[config.mk]
export PLATFORM = sky130hd
export DESIGN_NAME = decoder_using_pipe
export DESIGN_NICKNAME = d
export VERILOG_FILES = /design/src/rtl/decoder_pkg.sv /design/src/rtl/decoder_skid_fifo.sv /design/src/rtl/decoder_using_pipe.sv
export SDC_FILE = /design/constraint.sdc
export NUM_CORES = 1
export LEC_CHECK = 0
export BUFFER_PORTS_ARGS = -buffer_cell sky130_fd_sc_hd__buf_2
export CORE_UTILIZATION = 47
export DETAILED_ROUTE_END_ITERATION = 7
export PLACE_DENSITY = 0.8
export SETUP_SLACK_MARGIN = 0.05
export SLEW_MARGIN = 20
export SYNTH_ARGS = -nofsm -noshare
export SYNTH_HDL_FRONTEND = slang
export SYNTH_SLANG_ARGS = --single-unit
[constraint.sdc]
create_clock -name clk -period 1.7 [get_ports clk]
set_input_delay 0.425 -clock clk [delete_from_list [all_inputs] [get_ports clk]]
set_output_delay 0.425 -clock clk [all_outputs]
set_load 0.1 [all_outputs]
[src/rtl/decoder_pkg.sv]
// decoder_pkg: shared widths, occupancy states and the one-hot decode helper
package decoder_pkg;
  localparam int BIN_W_DEFAULT = 4;
  localparam int OUT_W_DEFAULT = 2 ** BIN_W_DEFAULT;
  localparam int MAX_BIN_W = 8;
  localparam int MAX_OUT_W = 2 ** MAX_BIN_W;
  typedef enum logic [1:0] {EMPTY, ONE, FULL} occ_state_t;
  // Sized for the widest code supported; callers truncate to their own OUT_W.
  function automatic logic [MAX_OUT_W-1:0] onehot_decode(input logic [MAX_BIN_W-1:0] code, input logic en);
    return en ? (MAX_OUT_W'(1) << code) : '0;
  endfunction
endpackage

[src/rtl/decoder_skid_fifo.sv]
// decoder_skid_fifo: 2-entry valid/ready buffer, in-order, ready decoded from registered occupancy
module decoder_skid_fifo
  import decoder_pkg::*;
#(
  parameter int W = OUT_W_DEFAULT
) (
  input  logic         clk,
  input  logic         reset,
  input  logic [W-1:0] data_i,
  input  logic         valid_i,
  output logic         ready_o,
  output logic [W-1:0] data_o,
  output logic         valid_o,
  input  logic         ready_i
);
  occ_state_t state_q, state_d;
  logic [W-1:0] head_q, head_d, tail_q, tail_d;
  logic push, pop;
  assign ready_o = !reset && state_q != FULL;
  assign valid_o = state_q != EMPTY;
  assign data_o = valid_o ? head_q : '0;
  assign push = valid_i && ready_o;
  assign pop = valid_o && ready_i;
  always_comb begin
    state_d = state_q;
    head_d = head_q;
    tail_d = tail_q;
    case (state_q)
      EMPTY: begin
        head_d = push ? data_i : head_q;
        state_d = push ? ONE : EMPTY;
      end
      ONE: begin
        head_d = (push && pop) ? data_i : head_q;
        tail_d = (push && !pop) ? data_i : tail_q;
        state_d = (push && !pop) ? FULL : (pop && !push) ? EMPTY : ONE;
      end
      FULL: begin
        head_d = pop ? tail_q : head_q;
        state_d = pop ? ONE : FULL;
      end
      default: state_d = EMPTY;
    endcase
  end
  always_ff @(posedge clk) begin
    if (reset) begin
      state_q <= EMPTY;
      head_q <= '0;
      tail_q <= '0;
    end else begin
      state_q <= state_d;
      head_q <= head_d;
      tail_q <= tail_d;
    end
  end
endmodule

[src/rtl/decoder_using_pipe.sv]
// decoder_using_pipe: binary-to-one-hot decoder feeding a skid FIFO, counts delivered words
module decoder_using_pipe
  import decoder_pkg::*;
#(
  parameter int BIN_W = BIN_W_DEFAULT,
  parameter int CNT_W = 8
) (
  input  logic                  clk,
  input  logic                  reset,
  input  logic [BIN_W-1:0]      binary_in,
  input  logic                  enable,
  input  logic                  in_valid,
  output logic                  in_ready,
  output logic [2**BIN_W-1:0]   decoder_out,
  output logic                  out_valid,
  input  logic                  out_ready,
  output logic [CNT_W-1:0]      decode_count
);
  localparam int OUT_W = 2 ** BIN_W;
  logic [OUT_W-1:0] word;
  logic [CNT_W-1:0] cnt_q, cnt_d;
  assign word = OUT_W'(onehot_decode(MAX_BIN_W'(binary_in), enable));
  decoder_skid_fifo #(.W(OUT_W)) u_fifo (
    .clk(clk),
    .reset(reset),
    .data_i(word),
    .valid_i(in_valid),
    .ready_o(in_ready),
    .data_o(decoder_out),
    .valid_o(out_valid),
    .ready_i(out_ready)
  );
  assign cnt_d = cnt_q + CNT_W'(out_valid && out_ready);
  assign decode_count = cnt_q;
  always_ff @(posedge clk) begin
    if (reset) cnt_q <= '0;
    else cnt_q <= cnt_d;
  end
endmodule

==> results of run 1 <==
==> flip-flops by register name, summed over array words and instances (netlist names) <==
signal and count:
u_fifo.head_q 16, u_fifo.tail_q 16, decode_count 8, u_fifo.state_q 2
==> timing repair <==
action                                  4_1_cts  5_1_grt
hold buffers                                  0        0
hold endpoints to repair                      0        0
buffers inserted                              2        3
endpoints found under the setup margin        9       12
resized for setup                             0        2
==> synthesized netlist by cell type, drive strengths merged (2+ instances only) <==
cell type / n / area share [%]
a21oi: 20 / 4.5
a311oi: 32 / 13
and2b: 8 / 2.7
and3b: 3 / 1.2
buf: 12 / 3.3
clkbuf: 20 / 3.4
dfxtp: 42 / 38
ha: 2 / 1.1
nand2: 3 / 0.50
nand2b: 2 / 0.56
nand3: 20 / 4.5
nand3b: 16 / 5.4
nand4b: 16 / 6.3
nor2: 6 / 1.0
nor2b: 15 / 4.2
o21ai: 19 / 4.2
or3: 3 / 0.84
xor2: 2 / 0.78
==> power by group <==
group	internal (W)	switching, W
sequential	0.00102	0.0000208
clock	0.000326	0.000338
combinational	0.000230	0.000333
total	0.00157	0.000692
==> layer usage <==
| metal | global-route usage, % | vias to the layer above | wire [um] |
|---|---|---|---|
| met2 | 34.29 | 59 | 2424 |
| met4 | 6.667 | 0 | 29 |
| li1 | - | 1021 | - |
| met5 | 0 | - | 0 |
| met1 | 26.70 | 934 | 2345 |
| met3 | 4.558 | 2 | 216 |
==> logic make-up (layout without fill, tap and decap cells) <==
kind of cell             Yosys count  in the layout  share of synthesized area [%]
AO/OA/AOI/OAI                     74             74                          22.79
XOR/XNOR                           3              3                          1.173
adder cells (fa/ha/maj)            2              2                          1.117
buffers and inverters             34             66                          7.039
flip-flops                        42             42                          37.54
multiplexers                       1              1                         0.4469
AND/OR/NAND/NOR                   99             99                          29.89
==> layout make-up <==
class | instances | share of cell area (%)
Multi-Input combinational cell | 179 | 45.17
Sequential cell | 42 | 27.95
Timing Repair Buffer | 56 | 21.25
Clock buffer | 6 | 2.713
Tap cell | 52 | 2.137
Clock inverter | 2 | 0.4110
Inverter | 2 | 0.3699
==> worst max-delay path, cell delays in order, from the launching register on <==
cell and delay [ns]:
dfxtp_2 0.34, nor2_4 0.13, buf_12 0.15, and2b_2 0.24
buf_12 0.17
==> how the worst min path moves through the flow <==
stage | from | to | cells after the start
final | out_ready | u_fifo.state_q[1]$_SDFF_PP0_ | 2
after global routing | out_ready | u_fifo.state_q[1]$_SDFF_PP0_ | 2
after CTS | out_ready | u_fifo.state_q[1]$_SDFF_PP0_ | 2
after detailed placement | u_fifo.tail_q[14]$_SDFFE_PP0P_ | u_fifo.tail_q[14]$_SDFFE_PP0P_ | 2
after global placement | u_fifo.tail_q[6]$_SDFFE_PP0P_ | u_fifo.tail_q[6]$_SDFFE_PP0P_ | 2
after floorplan | u_fifo.tail_q[10]$_SDFFE_PP0P_ | u_fifo.tail_q[10]$_SDFFE_PP0P_ | 2
==> per-stage QoR <==
step | total power (W) | setup TNS [ns]
2_1_floorplan | 0.001454 | -0.2089
3_3_place_gp | 0.001594 | 0
3_5_place_dp | 0.001600 | -0.002294
4_1_cts | 0.002261 | -0.6161
5_1_grt | 0.002363 | -1.033
6_report | 0.002266 | -0.3826
==> key figures, run 1 <==
Place
  • DP Worst Slack: -0.002294 ns
  • DP Area: 2898 um^2
  • RD Place Congestion: 0.7937
  • Cells after DPL: 326
  • DP HPWL: 3.461 mm
  • I/O Buffers: 34

GRT
  • First-pass GRT wire length: 8.362 mm
  • Largest net degree at the start of global routing: 66
  • Total grt overflow: 0
  • Initial antenna violation count: 0
  • GRT Util Overall: 20.64%
  • Vias in the first global route: 1,819

STA
  • Layout Skew: 0.007368 ns
  • Worst hold slack: 0.3797 ns
  • Final Hold Viols: 0
  • FMAX: 0.5691 GHz
  • Worst setup margin: -0.05718 ns
  • Max Slew Vio Count: 0
  • # setup viols final: 15
  • Tightest Pin Transition: 0.5038 ns
  • Tmin final: 1.757 ns
  • Rel. slew slack: 66.41%
  • Final clock period utilization by the worst path: 103.4%
  • RSZ-0062 raised after global routing: yes

Floorplanning
  • Die span in x: 71.03 um
  • Die area: 5045 um^2
  • Vert. Die Dim: 71.03 um
  • Row cnt: 24
  • Core ar.: 4474 um^2
  • Initial Utilization: 50.06%
  • IO Pins: 35

CTS
  • CTS max path bufs: 2
  • H-tree levels: 2
  • TritonCTS Buffers: 5
  • Worst-Skew Late Latency: 0.29 ns
  • TritonCTS clock tree: yes
  • Clock root buffer master: clkbuf_8
  • Sinks on Clock Net: 42
  • Clk slew on worst S/H paths: 0.08 ns

Yosys
  • Yosys cell types: 36
  • Top FF cell, synth: dfxtp_1
  • Post-synth EDFFs: 0
  • Net Count, Synth: 266
  • Syn Inst Count: 255
  • Sequential share of the synthesized area: 37.54%
  • Seq cells post-synth: 42
  • Synth warn: 0
  • Syn_area_per_cell: 8.783 um^2
  • Mapped cell area: 2240 um^2
  • Ys async rst share: 0%

Power
  • P_leak: 1.023 nW
  • Power density cells: 744.5 nW/um^2
  • Peak VDD IR: 0.5398 mV

Run status
  • Outcome: complete, but fails checks
  • Failing checks: DRC, setup timing

Finish
  • Commonest non-fill, non-tap cells in the layout: dfxtp_1, a311oi_1, buf_12
  • Area grow syn2layout: 35.92%
  • Fin area: 3044 um^2
  • Final net count: 297
  • Final core occ: 68.04%
  • Layout cell share with drive strength beyond 1: 35.19%
  • Commonest non-fill, non-tap cell in the layout: dfxtp_1
  • FF/Latch Area: 850.8 um^2
  • Multi-input logic area: 1375 um^2
  • Post-Layout Cell Count: 339
  • Antenna diodes: 0
  • Filler cells: 326

Run
  • Max_cap viols: 0

Routing
  • DR iter-0 viols: 137
  • Total Wirelength: 5.016 mm
  • DRC viols: 3
  • ANT nets after route: 0
  • Vias: 2,016
  • Drt wl/cell: 14.80 um
  • DR vias/cell: 5.947
  • DR pass1 iterations: 8

Critical path
  • Worst reg2reg setup slack: 0.14 ns
  • Critical path origin: u_fifo.state_q[0]$_SDFF_PP0_
  • Crit path kind: flop to primary output
  • Reg-to-Reg End: decode_count[4]$_SDFF_PP0_
  • Max FO, Critical Path: 15
  • Reg2Reg Depth: 8
  • Setup crit end: decoder_out[0]
  • Data arrival time of the critical path: 1.33 ns
  • Setup crit end kind: primary output
  • Required time worst endpoint: 1.27 ns
  • Startpoint class of the critical path: flop
  • Reg-to-reg startpoint: u_fifo.state_q[0]$_SDFF_PP0_

Hold path
  • Hold Crit Class: input port to flop
No activity file was read; power rests on OpenSTA's default activity.
==> run 2: changes to the inputs <==
CELL_PAD_IN_SITES_DETAIL_PLACEMENT = 0   (was unset)
CELL_PAD_IN_SITES_GLOBAL_PLACEMENT = 1   (was unset)
CORE_UTILIZATION = 38   (was 47)
PLACE_DENSITY = 0.84   (was 0.8)
==> key figures, run 2 (synthesis results as in run 1) <==
CTS
  • CTS max path bufs: 2
  • TritonCTS Buffers: 5
  • Hold buffer count at CTS: 0
  • Clk slew on worst S/H paths: 0.08 ns
  • Sinks on Clock Net: 42
  • Worst-Skew Late Latency: 0.29 ns
  • Clock root buffer master: clkbuf_8
  • H-tree levels: 2
  • TritonCTS clock tree: yes

STA
  • Layout Skew: 0.003637 ns
  • Final Hold Viols: 0
  • Max Slew Vio Count: 0
  • Total negative slack: -0.1798 ns
  • Rel. slew slack: 67.65%
  • Tightest Pin Transition: 0.4886 ns
  • # setup viols final: 12
  • Tmin final: 1.733 ns
  • Final clock period utilization by the worst path: 102.0%
  • FMAX: 0.5769 GHz
  • RSZ-0062 raised after global routing: yes
  • Worst hold slack: 0.4301 ns
  • Worst setup margin: -0.03335 ns

GRT
  • Largest net degree at the start of global routing: 38
  • Total grt overflow: 0
  • Vias in the first global route: 1,852
  • Initial antenna violation count: 0
  • GRT Util Overall: 18.65%
  • First-pass GRT wire length: 9.108 mm

Routing
  • Total Wirelength: 5.441 mm
  • DR iter-0 viols: 117
  • ANT nets after route: 0
  • Drt wl/cell: 14.95 um
  • Vias: 2,088
  • DRC viols: 0
  • DR pass1 iterations: 5
  • DR vias/cell: 5.736

Finish
  • Commonest non-fill, non-tap cells in the layout: dfxtp_1, a311oi_1, buf_4
  • Layout cell share with drive strength beyond 1: 36.99%
  • Area grow syn2layout: 41.06%
  • Antenna diodes: 0
  • Fin area: 3159 um^2
  • Final net count: 302
  • Commonest non-fill, non-tap cell in the layout: dfxtp_1

Floorplanning
  • Core ar.: 5608 um^2
  • Die span in x: 78.77 um
  • IO Pins: 35
  • Initial Utilization: 39.94%
  • Row cnt: 27
  • Vert. Die Dim: 78.77 um
  • Die area: 6205 um^2

Critical path
  • Max FO, Critical Path: 13
  • Startpoint class of the critical path: flop
  • Setup crit end kind: primary output
  • Top cell by count, worst path: buf_12
  • Buf/Inv on CP: 2
  • Data arrival time of the critical path: 1.31 ns
  • Crit path kind: flop to primary output
  • CP max-delay cell: dfxtp_2
  • Required time worst endpoint: 1.27 ns
  • Delay-heaviest family, CP: simple AND/OR/NAND/NOR gates
  • Max incr delay on CP: 0.34 ns
  • Crit-path cells: nor2_4 -> buf_12 -> and2b_2 -> buf_12

Place
  • DP HPWL: 3.901 mm
  • I/O Buffers: 34
  • DP Area: 2933 um^2
  • RD Place Congestion: 0.7615
  • DP Worst Slack: -0.0009986 ns

Power
  • Clk pwr share: 37.5%
  • Cell Int Power: 0.001884 W
  • P_leak: 1.072 nW
  • P_sw: 0.0007028 W
  • Logic pwr share: 22.3%
  • Pwr Total: 0.002587 W
  • Switching Fraction: 27.17%
  • Peak VDD IR: 0.3499 mV
  • Power share of the sequential group: 40.2%
  • Power density cells: 818.9 nW/um^2

Hold path
  • Hold Crit Class: input port to flop

Run
  • Max_cap viols: 0

Run status
  • Failing checks: setup timing
  • Outcome: complete, but fails checks
==> run 2: stage by stage <==
step	utilization (%)	instances
after CTS	55.98	363
final	56.34	364
after detailed placement	52.30	349
after floorplan	-	255
after global placement	52.30	349
after global routing	56.34	364
==> run 2: path summary, 6_finish.rpt <==
| kind | startpoint | endpoint | slack (ns) | depth (start not counted) |
|---|---|---|---|---|
| worst max-delay path | u_fifo.state_q[0]$_SDFF_PP0_ | decoder_out[5] | -0.03 | 4 |
| worst min-delay path | reset | u_fifo.tail_q[9]$_SDFFE_PP0P_ | 0.43 | 2 |
| worst max register to register | u_fifo.state_q[0]$_SDFF_PP0_ | decode_count[4]$_SDFF_PP0_ | 0.15 | 8 |
| worst min register to register | u_fifo.tail_q[0]$_SDFFE_PP0P_ | u_fifo.tail_q[0]$_SDFFE_PP0P_ | 0.47 | 2 |
==> run 2: routing by layer <==
metal  part of all wire, %  up-vias  track usage (%)  wire, um
met1                    45      966            24.73      2473
met2                    48       73            29.74      2586
met5                     0        -                0         0
met4                   2.3        0            7.593       127
met3                   4.6       12            3.333       253
li1                      -     1037                -         -
==> run 2: power groups by stage <==
stage | clock network [W] | logic, W | registers [W]
2_1_floorplan | 0 | 0.000376 | 0.00108
3_3_place_gp | 0 | 0.000538 | 0.00106
3_5_place_dp | 0 | 0.000545 | 0.00106
4_1_cts | 0.000986 | 0.000574 | 0.00104
5_1_grt | 0.00103 | 0.000611 | 0.00104
6_report | 0.000969 | 0.000578 | 0.00104
==> run 2: area by class of cell <==
type | count | area (um^2)
Tap cell | 72 | 90.09
Fill cell | 518 | 2449
Sequential cell | 42 | 850.8
Clock inverter | 2 | 60.06
Inverter | 2 | 11.26
Clock buffer | 6 | 82.58
Multi-Input combinational cell | 179 | 1385
Timing Repair Buffer | 61 | 679.4
==> run 2: what timing repair did <==
action                                  in CTS  in global routing
resized for setup                            4                  2
endpoints found under the setup margin       9                 20
setup buffers                                6                  1
==> run 3: changes to the inputs <==
PLACE_DENSITY = unset   (was 0.84)
PLACE_DENSITY_LB_ADDON = 0.1   (was unset)
==> key figures, run 3 (synthesis results as in run 1) <==
Power
  • P_leak: 1.061 nW
  • Cell Int Power: 0.001696 W
  • Power share of the sequential group: 43.2%
  • Power density cells: 766.8 nW/um^2
  • Pwr Total: 0.002409 W
  • Clk pwr share: 32.5%
  • Switching Fraction: 29.59%
  • Peak VDD IR: 0.3858 mV
  • Logic pwr share: 24.3%
  • P_sw: 0.0007128 W

GRT
  • Total grt overflow: 0
  • First-pass GRT wire length: 9.239 mm
  • Vias in the first global route: 1,764
  • Initial antenna violation count: 0
  • GRT Util Overall: 19.18%
  • Largest net degree at the start of global routing: 75

Place
  • RD Place Congestion: 0.7510
  • DP HPWL: 3.777 mm
  • DP Area: 2945 um^2
  • I/O Buffers: 34
  • Cells after DPL: 349

STA
  • Tightest Pin Transition: 0.4889 ns
  • Layout Skew: 0.007103 ns
  • Total negative slack: -0.3805 ns
  • Final clock period utilization by the worst path: 102.2%
  • # setup viols final: 18
  • RSZ-0062 raised after global routing: yes
  • Final Hold Viols: 0
  • Rel. slew slack: 67.63%
  • Worst setup margin: -0.03714 ns
  • Max Slew Vio Count: 0
  • Tmin final: 1.737 ns
  • FMAX: 0.5757 GHz

CTS
  • Clk slew on worst S/H paths: 0.08 ns
  • Sinks on Clock Net: 42
  • Worst-Skew Late Latency: 0.29 ns
  • Clock root buffer master: clkbuf_8
  • TritonCTS Buffers: 5
  • Hold buffer count at CTS: 0
  • TritonCTS clock tree: yes
  • H-tree levels: 2
  • CTS max path bufs: 2

Floorplanning
  • Core ar.: 5608 um^2
  • Initial Utilization: 39.94%
  • Die span in x: 78.77 um
  • Row cnt: 27
  • Die area: 6205 um^2
  • IO Pins: 35
  • Vert. Die Dim: 78.77 um

Hold path
  • Hold depth: 2
  • Hold Crit Class: input port to flop
  • Worst Hold End: u_fifo.state_q[1]$_SDFF_PP0_
  • Hold Startpoint: out_ready

Finish
  • Multi-input logic area: 1384 um^2
  • Final net count: 302
  • Filler cells: 532
  • Layout cell share with drive strength beyond 1: 36.99%
  • Commonest non-fill, non-tap cell in the layout: dfxtp_1
  • Antenna diodes: 0
  • Commonest non-fill, non-tap cells in the layout: dfxtp_1, a311oi_1, buf_12, buf_4, a21oi_1
  • Fin area: 3142 um^2
  • FF/Latch Area: 850.8 um^2
  • Post-Layout Cell Count: 364
  • Area grow syn2layout: 40.28%
  • Final core occ: 56.02%

Critical path
  • Setup crit end kind: primary output
  • Crit path kind: flop to primary output
  • Top cell by count, worst path: buf_12
  • Max FO, Critical Path: 14
  • Data arrival time of the critical path: 1.31 ns
  • Required time worst endpoint: 1.27 ns
  • Max incr delay on CP: 0.35 ns
  • Worst reg2reg setup slack: 0.14 ns
  • CP max-delay cell: dfxtp_2
  • Buf/Inv on CP: 2
  • Reg2Reg Depth: 5
  • Reg-to-Reg End: u_fifo.head_q[6]$_SDFFE_PP0P_
  • Crit-path cells: nor2_4 -> buf_12 -> and2b_2 -> buf_12
  • Delay-heaviest family, CP: simple AND/OR/NAND/NOR gates
  • Startpoint class of the critical path: flop
  • Reg-to-reg startpoint: u_fifo.state_q[1]$_SDFF_PP0_

Routing
  • DR pass1 iterations: 4
  • Drt wl/cell: 15.44 um
  • Total Wirelength: 5.620 mm
  • Vias: 2,048
  • DRC viols: 0
  • DR vias/cell: 5.626
  • ANT nets after route: 0
  • DR iter-0 viols: 168

Run status
  • Outcome: complete, but fails checks
  • Failing checks: setup timing

Run
  • Max_cap viols: 0
## run 3: cell types whose count changed in the layout (fill, tap and decap cells not counted), sizes merged
cell / before / now
clkbuf: 6 / 5
bufinv: 2 / 1
clkinv: 1 / 3
## run 3: worst max path at each step
| stage | start | endpoint | cells past startpoint |
|---|---|---|---|
| after global placement | out_ready | decode_count[6]$_SDFF_PP0_ | 7 |
| after detailed placement | out_ready | decode_count[6]$_SDFF_PP0_ | 7 |
| after global routing | u_fifo.state_q[0]$_SDFF_PP0_ | decoder_out[5] | 4 |
| final | u_fifo.state_q[0]$_SDFF_PP0_ | decoder_out[15] | 4 |
| after floorplan | u_fifo.state_q[0]$_SDFF_PP0_ | out_valid | 4 |
| after CTS | u_fifo.state_q[0]$_SDFF_PP0_ | decoder_out[15] | 4 |
## run 3: routing by layer
metal / part of all wire (%) / track usage, % / routed length (um)
met3: 3.5 / 4.023 / 199
met5: 0 / 0 / 0
met2: 44 / 28.26 / 2500
met4: 0.89 / 5.741 / 50
met1: 51 / 27.77 / 2871
## run 3: power groups by stage
stage | registers (W) | clock network [W] | logic (W)
finish | 0.00104 | 0.000783 | 0.000585
detailed placement | 0.00106 | 0 | 0.000551
floorplan | 0.00108 | 0 | 0.000376
global placement | 0.00106 | 0 | 0.000550
CTS | 0.00104 | 0.000810 | 0.000580
global route | 0.00105 | 0.000863 | 0.000619
## run 3: cell type report
class                      instances  area share [%]
timing repair buffer              61           22.18
inverter                           2          0.3584
clock buffer                       5           2.190
tap                               72           2.867
multi-input combinational        179           44.05
sequential                        42           27.08
clock inverter                     3           1.274
## run 3: timing repair
| action | in CTS | in global routing |
|---|---|---|
| resized for setup | 4 | 3 |
| endpoints found under the setup margin | 9 | 29 |
| cloned | 0 | 0 |
| buffers inserted | 6 | 1 |
## run 3: per-stage QoR
step | setup WS, ns | hold WS (ns)
3_3_place_gp | 0.03668 | 0.4604
5_1_grt | -0.1037 | 0.3468
2_1_floorplan | -0.1310 | 0.4497
4_1_cts | -0.05779 | 0.3359
3_5_place_dp | 0.03141 | 0.4685
6_report | -0.03714 | 0.3448
